File: src/rtl/mem_sys_pkg.sv
// Shared memory-system types: requester source tags and their fixed IDs.
package mem_sys_pkg;

  localparam int MEM_TAG_W = 3;

  typedef logic [MEM_TAG_W-1:0] mem_src_tag_t;

  localparam int SRC_TCFSM = 0;
  localparam int SRC_L1DP  = 1;
  localparam int SRC_L1IP  = 2;
  localparam int SRC_L1DS  = 3;
  localparam int SRC_L1IS  = 4;

endpackage

File: src/rtl/mem_rr_pick.sv
// Combinational N-way round-robin picker: first eligible index at or after ptr, wrapping.
module mem_rr_pick #(
  parameter int N  = 5,
  parameter int IW = 3
) (
  input  logic [N-1:0]  eligible,
  input  logic [IW-1:0] ptr,
  output logic [N-1:0]  grant,
  output logic [IW-1:0] idx,
  output logic          any
);

  always_comb begin
    logic [IW-1:0] j;
    grant = '0;
    idx   = '0;
    any   = 1'b0;
    j     = ptr;
    for (int k = 0; k < N; k++) begin
      if (!any && eligible[j]) begin
        any = 1'b1;
        idx = j;
      end
      j = (j == IW'(N - 1)) ? '0 : j + IW'(1);
    end
    grant[idx] = any;
  end

endmodule

File: src/rtl/mem_req_sched.sv
// Round-robin request scheduler with source tagging and tagged response steering.
// Optional MEM_SCHED_PRIO_EN: requester 0 (TC FSM) preempts round-robin when eligible.
module mem_req_sched
  import mem_sys_pkg::*;
#(
  parameter int NUM_REQ   = 5,
  parameter int REQ_W     = 64,
  parameter int RSP_W     = 64,
  parameter int MAX_OUTST = 4,
  parameter int TAG_W     = 3
) (
  input  logic                     clk,
  input  logic                     rst,
  input  logic [NUM_REQ-1:0]       req_valid,
  input  logic [NUM_REQ*REQ_W-1:0] req_data,
  output logic [NUM_REQ-1:0]       req_ready,
  output logic                     out_valid,
  output logic [REQ_W-1:0]         out_data,
  output logic [TAG_W-1:0]         out_tag,
  input  logic                     out_ready,
  input  logic                     rsp_valid,
  input  logic [RSP_W-1:0]         rsp_data,
  input  logic [TAG_W-1:0]         rsp_tag,
  output logic                     rsp_ready,
  output logic [NUM_REQ-1:0]       l1_rsp_valid,
  output logic [RSP_W-1:0]         l1_rsp_data,
  input  logic [NUM_REQ-1:0]       l1_rsp_ready,
  output logic                     err_sticky
);

  localparam int CNT_W = $clog2(MAX_OUTST + 1);

  logic [CNT_W-1:0]   cnt [NUM_REQ];
  logic [NUM_REQ-1:0] eligible;
  logic [NUM_REQ-1:0] rr_grant;
  logic [TAG_W-1:0]   rr_idx;
  logic               rr_any;
  logic [NUM_REQ-1:0] gnt_vec;
  logic [TAG_W-1:0]   gnt_idx;
  logic               gnt_any;
  logic               gnt_prio;
  logic [TAG_W-1:0]   rr_ptr;
  logic               load;
  logic               grant_fire;
  logic [REQ_W-1:0]   sel_data;
  logic [NUM_REQ-1:0] tag_match;
  logic [NUM_REQ-1:0] rsp_hs;
  logic [NUM_REQ-1:0] cnt_zero;
  logic               rsp_bad;
  logic               underflow;
  logic               vld_p0;
  logic [REQ_W-1:0]   out_data_p0;
  logic [TAG_W-1:0]   out_tag_p0;

  function automatic logic [CNT_W-1:0] cnt_upd(input logic [CNT_W-1:0] cur,
                                               input logic inc, input logic dec);
    if (inc && !dec) return cur + CNT_W'(1);
    if (dec && !inc && cur != '0) return cur - CNT_W'(1);
    return cur;
  endfunction

  always_comb begin
    eligible = '0;
    cnt_zero = '0;
    for (int i = 0; i < NUM_REQ; i++) begin
      eligible[i] = req_valid[i] && (cnt[i] < CNT_W'(MAX_OUTST));
      cnt_zero[i] = (cnt[i] == '0);
    end
  end

  mem_rr_pick #(.N(NUM_REQ), .IW(TAG_W)) u_pick (
    .eligible (eligible),
    .ptr      (rr_ptr),
    .grant    (rr_grant),
    .idx      (rr_idx),
    .any      (rr_any)
  );

  always_comb begin
    gnt_vec  = rr_grant;
    gnt_idx  = rr_idx;
    gnt_any  = rr_any;
    gnt_prio = 1'b0;
`ifdef MEM_SCHED_PRIO_EN
    if (eligible[SRC_TCFSM]) begin
      gnt_vec  = NUM_REQ'(1) << SRC_TCFSM;
      gnt_idx  = TAG_W'(SRC_TCFSM);
      gnt_any  = 1'b1;
      gnt_prio = 1'b1;
    end
`endif
  end

  assign load       = !vld_p0 || out_ready;
  assign grant_fire = load && gnt_any && !rst;
  assign req_ready  = grant_fire ? gnt_vec : '0;

  // Payload mux keyed on the registered-path index only; req_data never reaches req_ready.
  always_comb begin
    sel_data = '0;
    for (int i = 0; i < NUM_REQ; i++) begin
      if (gnt_idx == TAG_W'(i)) sel_data = req_data[i*REQ_W +: REQ_W];
    end
  end

  // Stage p0: output register towards the data router
  always_ff @(posedge clk) begin
    if (rst) begin
      vld_p0      <= 1'b0;
      out_data_p0 <= '0;
      out_tag_p0  <= '0;
      rr_ptr      <= '0;
    end else if (load) begin
      if (gnt_any) begin
        vld_p0      <= 1'b1;
        out_data_p0 <= sel_data;
        out_tag_p0  <= gnt_idx;
        if (!gnt_prio)
          rr_ptr <= (gnt_idx == TAG_W'(NUM_REQ - 1)) ? '0 : gnt_idx + TAG_W'(1);
      end else begin
        vld_p0 <= 1'b0;
      end
    end
  end

  assign out_valid = vld_p0;
  assign out_data  = out_data_p0;
  assign out_tag   = out_tag_p0;

  always_comb begin
    tag_match    = '0;
    l1_rsp_valid = '0;
    rsp_ready    = 1'b1;
    for (int k = 0; k < NUM_REQ; k++) begin
      if (rsp_tag == TAG_W'(k)) begin
        tag_match[k]    = 1'b1;
        l1_rsp_valid[k] = rsp_valid;
        rsp_ready       = l1_rsp_ready[k];
      end
    end
  end

  assign l1_rsp_data = rsp_data;
  assign rsp_hs      = l1_rsp_valid & l1_rsp_ready;
  assign rsp_bad     = rsp_valid && (tag_match == '0);
  assign underflow   = |(rsp_hs & cnt_zero);

  always_ff @(posedge clk) begin
    if (rst) begin
      for (int i = 0; i < NUM_REQ; i++) cnt[i] <= '0;
      err_sticky <= 1'b0;
    end else begin
      for (int i = 0; i < NUM_REQ; i++) cnt[i] <= cnt_upd(cnt[i], req_ready[i], rsp_hs[i]);
      if (rsp_bad || underflow) err_sticky <= 1'b1;
    end
  end

endmodule

File: config.mk
export PLATFORM = sky130hd
export DESIGN_NAME = mem_req_sched
export DESIGN_NICKNAME = d
export VERILOG_FILES = /design/src/rtl/mem_sys_pkg.sv /design/src/rtl/mem_rr_pick.sv /design/src/rtl/mem_req_sched.sv
export SDC_FILE = /design/constraint.sdc
export NUM_CORES = 1
export LEC_CHECK = 0
export CORE_AREA = 2 2 210 212
export DETAILED_ROUTE_END_ITERATION = 16
export DIE_AREA = 0 0 212 214
export GPL_ROUTABILITY_DRIVEN = 0
export RECOVER_POWER = 100
export SLEW_MARGIN = 15
export SYNTH_ARGS = -nofsm -noshare
export SYNTH_HDL_FRONTEND = slang
export SYNTH_SLANG_ARGS = --single-unit
File: constraint.sdc
create_clock -name clk -period 8.4 [get_ports clk]
set_input_delay 1.68 -clock clk [delete_from_list [all_inputs] [get_ports clk]]
set_output_delay 1.68 -clock clk [all_outputs]
set_load 0.03 [all_outputs]
* Yosys cells after proc, flatten, opt, wreduce, memory -nomap -nowiden
Memories as Yosys holds them, arrays and structs flattened. Cells that the tools add are included.
Cells by class: add/subtract/negate cells 15, multiply operators 0, div/mod/pow operators 0, $lt $le $gt $ge 12, equal/unequal tests 12, shift operators 0, mux-type cells 107, bitwise operators 8, reductions and logical operators 61
Operators with widths (number):
- two-way mux 64 bit | 5
- two-way mux 3 bit | 40
- two-way mux 1 bit | 55
- adder 3 x 1 -> 3 bit (second input constant) | 10
- logical AND 1 bit | 28
- < comparator 3 x 4 -> 1 bit (second input constant) | 6
- logical NOT 3 bit | 7
- equality test 3 bit (second input constant) | 6
- logical NOT 1 bit | 16
- AND 5 bit | 3
- binary-select mux 1 bit (select 3 bit) | 5
- < comparator 3 bit (second input constant) | 5
- nonzero test 3 bit | 5
- subtractor 3 x 1 -> 3 bit (second input constant) | 5
- equality test 3 x 2 -> 1 bit (second input constant) | 4
- equality test 3 x 1 -> 1 bit (second input constant) | 2
- logical NOT 5 bit | 1
- two-way mux 5 bit | 1
- OR 1 bit | 5
- OR reduction 5 bit | 1
- demux 1 bit (select 3 bit) | 1
- >= comparator 3 x 1 -> 1 bit (second input constant) | 1
- logical OR 1 bit | 2
- AND reduction 2 bit | 1
Word-level totals: bits in registers 72, latch bits 0, RAM bits 15, ROM bits 0, input bits 401, output and inout port bits 144, logic and storage cells 221, memories kept 1
Memories:
- cnt | depth 5, bits a word 3, rd ports 5, clocked after memory_dff 0, wr ports 5, line mem_req_sched.sv:33 | logic [CNT_W-1:0] cnt [NUM_REQ];

* Logic depth before layout (Yosys ltp)
Gate-level depths: netlist of the first run. An unclocked memory read counts as a cell.
word-level depth 34, mapped depth 28, depth with buffers taken out 25

* Hierarchy
A second synthesis of the first run with hierarchy kept.
Second synthesis, totals: cells, all modules 1072, area total of the unflattened synthesis 8045.2 um2
By module, submodules not included:
- mem_req_sched | instances 1, cells each 923, area an instance 6914.1 um2, sequential area each 1741.7 um2
- mem_rr_pick | instances 1, cells each 149, area an instance 1131.1 um2, sequential area each 0.0 um2

* Least setup slack after synthesis of the first run
No wires, ideal clock.
kind register to output, start point register rr_ptr[0], end point output req_ready[4], data arrival time 4.610 ns, required time 6.720 ns, setup slack 2.110 ns, cell stages (with the launch flop) 18, buffers on the path 2, path through dfxtp_1 clkbuf_1 inv_1 ha_1 a21oi_1 inv_1 ha_1 o21ai_0 a22o_1 clkinv_1 ha_1 or4_4 a211o_1 a211o_1 a21o_1 and2_4 buf_2 nor2_1
On the way: longest elaborated chain between the ends 21, elaborated cells between the ends (all ways) 49, classes of those cells 4 x add/sub; 2 x order compare; 4 x eq/ne; 27 x mux; 1 x bitwise; 11 x reduce/logical
RTL lines:
- from (decl) | line mem_req_sched.sv:42 | logic [TAG_W-1:0] rr_ptr;
- from (signal assigned) | line mem_req_sched.sv:119 | rr_ptr <= (gnt_idx == TAG_W'(NUM_REQ - 1)) ? '0 : gnt_idx + TAG_W'(1);
- parallel branches: the longest is 20 deep, another holds adder 3 x 1 -> 3 bit
- two-way mux 5 bit (*) | line mem_req_sched.sv:96 | assign req_ready = grant_fire ? gnt_vec : '0;
- to (decl) | line mem_req_sched.sv:16 | output logic [NUM_REQ-1:0] req_ready,
Mark *: on every way between the ends. The select of a mux whose other input is x is not followed.

* Worst setup path in the final report of the first run
start point register rr_ptr[0], end point output req_ready[1]
Same word-level chain as after synthesis.

==> impl_metrics.env, run 1 <==
export IMPL_status="finished with violations"
export IMPL_violations="capacitance limit, slew limit"
export IMPL_ys_ff_latch=87
export IMPL_arrival_ns=6.19
export IMPL_initial_core_util_pct=17.1
export IMPL_clk_latency_ns=0.37
export IMPL_holdBufCountCts=0
export IMPL_cts_sinks=87
export IMPL_p_leak_nw=4.59
export IMPL_slew_headroom_pct=-19.5
export IMPL_cts_root_buffer="clkbuf_16"
export IMPL_h_tree_depth=3
export IMPL_seqPwrFrac_pct=11.1
export IMPL_ir_drop_uv=397
export IMPL_setup_viol=0
export IMPL_worst_pin_slew_ns=1.78
export IMPL_drv_slew=56
export IMPL_first_iter_violations=497
export IMPL_syn_to_final_growth_pct=62.5
export IMPL_nets=1726
export IMPL_die_x_um=212
export IMPL_io_pins=545
export IMPL_r2r_setup_slack_ns=0.86
export IMPL_p_int_mw=2.68
export IMPL_setup_tns_ns=0
export IMPL_fp_dieH_um=214
export IMPL_path_cells="inv_1 -> ha_1 -> a21oi_1 -> inv_1 -> ha_1 -> o21ai_0 -> a22o_1 -> clkinv_1 -> ha_1 -> or4_1 -> a211o_1 -> a211oi_2 -> o41ai_4 -> buf_4 -> nor3_2 -> and3_1 -> clkdlybuf4s50_1"
export IMPL_clkTransAtPathRegs_ns=0.07
export IMPL_async_reset_ff_share_pct=0
export IMPL_routedWlPerCell_um=19.6
export IMPL_path_class="reg -> out"
export IMPL_yosysSeqAreaShare_pct=23.8
export IMPL_place_hpwl_mm=29.1
export IMPL_whs_path_depth=1
export IMPL_cp_required_ns=6.72
export IMPL_grt_max_degree=91
export IMPL_crit_top_cell="ha_1"
export IMPL_drive_above_1_share_pct=4.42
export IMPL_ys_flop_type="dfxtp_1"
export IMPL_rsz0062_at_grt="no"
export IMPL_cpPeakStageDelay_ns=0.69
export IMPL_ys_types=72
export IMPL_crit_fanout=25
export IMPL_yosysWarnings=0
export IMPL_drv_cap=2
export IMPL_cellPowerDensity_mw_per_mm2=504
export IMPL_antenna_found_initial=5
export IMPL_clkPwrFrac_pct=8.1
export IMPL_drc=0
export IMPL_first_pass_iters=5
export IMPL_rr_worst_depth=18
export IMPL_rows=76
export IMPL_finalPower_mw=5.99
export IMPL_grt_total_usage_pct=15.9
export IMPL_hold_path_class="reg -> reg"
export IMPL_power_frac_comb_pct=80.9
export IMPL_syn_area_per_cell_um2=7.23
export IMPL_synth_edff_count=0
export IMPL_cts_setup_buffers=0
export IMPL_synth_area_mm2=0.00732
export IMPL_holdPathEnd="out_tag[2]"
export IMPL_coreArea_mm2=0.0429
export IMPL_start_kind="register"
export IMPL_numCtsBuffers=9
export IMPL_grt_pass1_wl_mm=53.6
export IMPL_reg2reg_from="rr_ptr[0]"
export IMPL_cts_tree="built"
export IMPL_wirelength_mm=37.3
export IMPL_via_per_inst=4.61
export IMPL_r2r_end="out_data[34]"
export IMPL_grt_overflow_total=0
export IMPL_min_from="out_tag[2]"
export IMPL_hold_violations=0
export IMPL_antenna_left=0
export IMPL_port_buffers=416
export IMPL_slowest_stage="clkdlybuf4s50_1"
export IMPL_period_share_pct=93.7
export IMPL_endpoint_kind="output port"
export IMPL_cts_resized=0
export IMPL_p_sw_mw=3.30
export IMPL_grt_pass1_vias=8601
export IMPL_fin_skew_ns=0.0104
export IMPL_ctsLongestPathBuffers=2
export IMPL_fmax_mhz=127
export IMPL_die_area_mm2=0.0454
export IMPL_syn_nets=1430
export IMPL_via_count=8766
export IMPL_swShare_pct=55.2
export IMPL_netlist_instances=1012
export IMPL_period_needed_ns=7.87
export IMPL_final_fill_count=4686
## worst max-delay path by stage
stage                               to  slack [ns]  startpoint
after global routing      req_ready[0]        0.07   rr_ptr[0]
final                     req_ready[1]        0.53   rr_ptr[0]
after detailed placement  req_ready[1]        1.10   rr_ptr[0]
after floorplan           req_ready[4]        2.11   rr_ptr[0]
after CTS                 req_ready[0]        0.64   rr_ptr[0]
after global placement    req_ready[0]        1.30   rr_ptr[0]
## registers in the layout (all words and copies together) (netlist names)
register    flops
cnt            15
out_data       64
rr_ptr          3
err_sticky      1
out_tag         3
out_valid       1
## power by group through the flow
stage                     clock (mW)  combinational (mW)  sequential, mW
after global placement             0                4.91           0.671
after floorplan                    0                3.33           0.851
after global routing           0.518                5.39           0.682
final                          0.484                4.84           0.662
after CTS                      0.506                4.98           0.667
after detailed placement           0                4.97           0.674
## layer usage
metal / routed length [um] / global-route usage [%] / vias up
met5: 13 / 0.754 / -
met4: 1390 / 7.51 / 2
met3: 2980 / 4.50 / 62
met2: 18000 / 27.5 / 417
met1: 14800 / 17.8 / 4056
li1: - / - / 4229
## final cells by class
type | count | area [um^2] | share of cell area [%]
well taps | 585 | 732 | 6.15
clock buffers | 12 | 256 | 2.16
repair buffers | 429 | 4250 | 35.7
inverters | 19 | 71.3 | 0.600
clock inverters | 4 | 77.6 | 0.652
flip-flops and latches | 87 | 1740 | 14.6
multi-input cells | 762 | 4760 | 40.0
diodes | 4 | 10.0 | 0.0842
## cell usage in the layout (no fill, tap or decap), drive strengths merged, types with 3 or more instances in the layout
cell type / instances
dlygate4sd3: 77
nor3: 19
a31oi: 8
a21oi: 102
and2: 7
nand2b: 12
a211oi: 50
and3: 5
a22oi: 20
a221oi: 44
buf: 10
o21ai: 20
o22ai: 22
dfxtp: 87
mux2: 5
or4: 3
a21boi: 4
nand2: 65
nor2b: 12
a21o: 5
clkdlybuf4s50: 338
mux2i: 33
o32ai: 20
clkbuf: 16
nand4: 7
diode: 4
clkinv: 3
mux4: 3
a211o: 3
nor2: 206
inv: 18
ha: 12
fa: 5
o21a: 21
nand3: 11
## worst max-delay path, delay by kind of cell (launching register included)
kind	cells	cell delay [ns]
AND/OR/NAND/NOR	3	1.07
AO/OA/AOI/OAI	6	1.71
adder cells (fa/ha/maj)	3	0.95
buffers and inverters	5	1.57
flip-flops	1	0.53
## synthesized netlist by cell type (all sizes together), types with 2 or more instances
cell / count / area, um^2
nor2: 206 / 773
a21oi: 102 / 510
buf: 90 / 603
dfxtp: 87 / 1740
nand2: 65 / 249
clkbuf: 54 / 203
a211oi: 50 / 380
a221oi: 44 / 385
mux2i: 33 / 330
o22ai: 22 / 138
o21a: 21 / 158
a22oi: 20 / 150
o21ai: 20 / 100
o32ai: 20 / 175
nor3: 19 / 110
inv: 18 / 67.6
ha: 12 / 150
nand2b: 12 / 75.1
nor2b: 12 / 75.1
nand3: 11 / 55.1
a31oi: 8 / 50.1
and2: 7 / 46.3
nand4: 7 / 50.1
a21o: 5 / 37.5
and3: 5 / 36.3
fa: 5 / 100
mux2: 5 / 56.3
a21boi: 4 / 30.0
a211o: 3 / 26.3
mux4: 3 / 67.6
or4: 3 / 30.0
a2111oi: 2 / 17.5
a31o: 2 / 17.5
a41oi: 2 / 17.5
nand4b: 2 / 17.5
nor3b: 2 / 15.0
nor4bb: 2 / 20.0
o211ai: 2 / 15.0
o21bai: 2 / 15.0
o31ai: 2 / 15.0
or3: 2 / 12.5
xor2: 2 / 17.5
## logic make-up after synthesis
family,count (synthesis),synth area share [%]
simple gates,360,22.0
xor+xnor,3,0.359
buf+inv,163,12.0
compound gates,341,32.3
fa+ha+maj,17,3.42
mux,41,6.21
flops,87,23.8
## stage by stage
| stage | setup WS, ns | hold slack [ns] | area (um^2) | util (%) | std cells |
|---|---|---|---|---|---|
| after CTS | 0.644 | 0.468 | 11900 | 27.8 | 1898 |
| final | 0.529 | 0.455 | 11900 | 27.7 | 1902 |
| after global placement | 1.30 | 0.446 | 11600 | 27.0 | 1882 |
| after global routing | 0.0708 | 0.474 | 11900 | 27.7 | 1901 |
| after floorplan | 2.11 | 0.484 | 7320 | - | 1012 |
| after detailed placement | 1.10 | 0.451 | 11600 | 27.0 | 1882 |
Power figures use the tool's default switching activity.
==> run 2: changes to the inputs <==
- CTS_CLUSTER_DIAMETER: not set -> 30
==> results of run 2 <==
Same layout as run 1: the final DEF is identical, and so are final timing and power.
==> run 3: changes to the inputs <==
- CORE_AREA: 2 2 210 212 -> 2 2 213 215
- DIE_AREA: 0 0 212 214 -> 0 0 215 217
- clock period: 8.4 -> 9.6 ns (I/O delays scaled with it)
==> impl_metrics.env, run 3 (synthesized netlist as in run 1, its figures left out) <==
export IMPL_place_area_mm2=0.0116
export IMPL_postLayoutCellArea_mm2=0.0119
export IMPL_path_class="reg -> out"
export IMPL_endpoint_kind="output port"
export IMPL_start_kind="register"
export IMPL_slew_headroom_pct=-75.7
export IMPL_cpPeakStageDelay_ns=0.76
export IMPL_p_sw_mw=2.93
export IMPL_largest_reg_flops=64
export IMPL_grt_pass1_vias=8632
export IMPL_cp_required_ns=7.68
export IMPL_cts_setup_buffers=0
export IMPL_holdWs_ns=0.454
export IMPL_ctsLongestPathBuffers=2
export IMPL_slowest_stage="dlygate4sd3_1"
export IMPL_drv_slew=28
export IMPL_seqPwrFrac_pct=11.0
export IMPL_cts_tree="built"
export IMPL_power_frac_comb_pct=81.5
export IMPL_ir_drop_uv=244
export IMPL_port_buffers=416
export IMPL_arrival_ns=6.72
export IMPL_via_count=8864
export IMPL_initial_core_util_pct=16.4
export IMPL_drive_above_1_share_pct=4.19
export IMPL_wirelength_mm=36.6
export IMPL_grt_pass1_wl_mm=53.2
export IMPL_clk_latency_ns=0.38
export IMPL_status="finished with violations"
export IMPL_path_buf_inv=5
export IMPL_drv_cap=1
export IMPL_crit_fanout=11
export IMPL_hold_violations=0
export IMPL_first_pass_iters=5
export IMPL_rows=78
export IMPL_layout_commonest_cell="clkdlybuf4s50_1"
export IMPL_cellPowerDensity_mw_per_mm2=442
export IMPL_worst_pin_slew_ns=2.62
export IMPL_clkTransAtPathRegs_ns=0.07
export IMPL_holdBufCountCts=0
export IMPL_hold_path_class="reg -> reg"
export IMPL_grt_overflow_total=0
export IMPL_p_int_mw=2.31
export IMPL_clkPwrFrac_pct=7.5
export IMPL_routedWlPerCell_um=19.1
export IMPL_place_hpwl_mm=28.7
export IMPL_cp_top_family="buffers and inverters"
export IMPL_h_tree_depth=3
export IMPL_syn_to_final_growth_pct=62.0
export IMPL_cts_resized=0
export IMPL_fp_dieH_um=217
export IMPL_coreArea_mm2=0.0447
export IMPL_period_needed_ns=8.64
export IMPL_r2r_setup_slack_ns=1.16
export IMPL_grt_max_degree=69
export IMPL_first_iter_violations=584
export IMPL_fmax_mhz=116
export IMPL_setup_tns_ns=0
export IMPL_grt_total_usage_pct=15.1
export IMPL_nets=1726
export IMPL_p_leak_nw=4.60
export IMPL_antenna_found_initial=3
export IMPL_die_area_mm2=0.0467
export IMPL_cts_root_buffer="clkbuf_16"
export IMPL_setup_viol=0
export IMPL_path_cells="inv_1 -> ha_1 -> a21oi_1 -> inv_1 -> ha_1 -> o21ai_0 -> a22o_1 -> clkinv_1 -> ha_1 -> or4_1 -> a2111o_1 -> a21o_1 -> mux2_1 -> nand2_1 -> nand4_1 -> inv_1 -> dlygate4sd3_1"
export IMPL_io_pins=545
export IMPL_mostFrequentLayoutCells="clkdlybuf4s50_1, nor2_1, a21oi_1"
export IMPL_swShare_pct=55.9
export IMPL_drc=0
export IMPL_period_share_pct=90.0
export IMPL_numCtsBuffers=9
export IMPL_rsz0062_at_grt="no"
export IMPL_antenna_left=0
export IMPL_via_per_inst=4.63
export IMPL_cts_sinks=87
export IMPL_violations="capacitance limit, slew limit"
export IMPL_die_x_um=215
export IMPL_fin_skew_ns=0.0111
run 3: changes by cell type in the layout (fill, tap and decap cells not counted), sizes merged, moves of 2 or more:
cell,delta
buf,+2
clkbuf,-4
dlygate4sd3,+4
diode,-3
clkdlybuf4s50,-4
run 3: worst paths after layout:
check                   from           end  cells after the start
hold reg to reg   out_tag[2]    out_tag[2]                      1
hold / removal    out_tag[2]    out_tag[2]                      1
setup reg to reg   rr_ptr[0]   out_data[0]                     21
setup / recovery   rr_ptr[0]  req_ready[0]                     17
run 3: cell type report:
type                            instances  area (um^2)
Antenna cell                            1         2.50
Fill cell                            4986        32800
Timing Repair Buffer                  429         4250
Inverter                               19         71.3
Sequential cell                        87         1740
Multi-Input combinational cell        762         4730
Clock buffer                           10          239
Tap cell                              600          751
Clock inverter                          6         68.8
run 3: power groups by stage:
stage          logic (mW)  registers, mW  clock network [mW]
4_1_cts              4.38          0.581               0.414
3_3_place_gp         4.33          0.582                   0
3_5_place_dp         4.37          0.587                   0
5_1_grt              4.74          0.593               0.423
6_report             4.27          0.577               0.394
2_1_floorplan        2.92          0.745                   0
run 3: per-stage QoR:
| stage | power, mW | setup slack, ns | instances | util (%) |
|---|---|---|---|---|
| floorplan | 3.66 | 3.07 | 1012 | - |
| global placement | 4.91 | 2.09 | 1897 | 26.0 |
| detailed placement | 4.95 | 1.92 | 1897 | 26.0 |
| CTS | 5.37 | 1.45 | 1913 | 26.6 |
| global route | 5.76 | 0.594 | 1914 | 26.5 |
| finish | 5.24 | 0.959 | 1914 | 26.5 |
run 3: per-layer routing:
metal	up-vias	GRT usage, %	routed length (um)
met1	4113	16.8	14300
met5	-	0	27
met4	4	6.69	1350
li1	4228	-	-
met3	67	4.89	3020
met2	452	26.6	18000
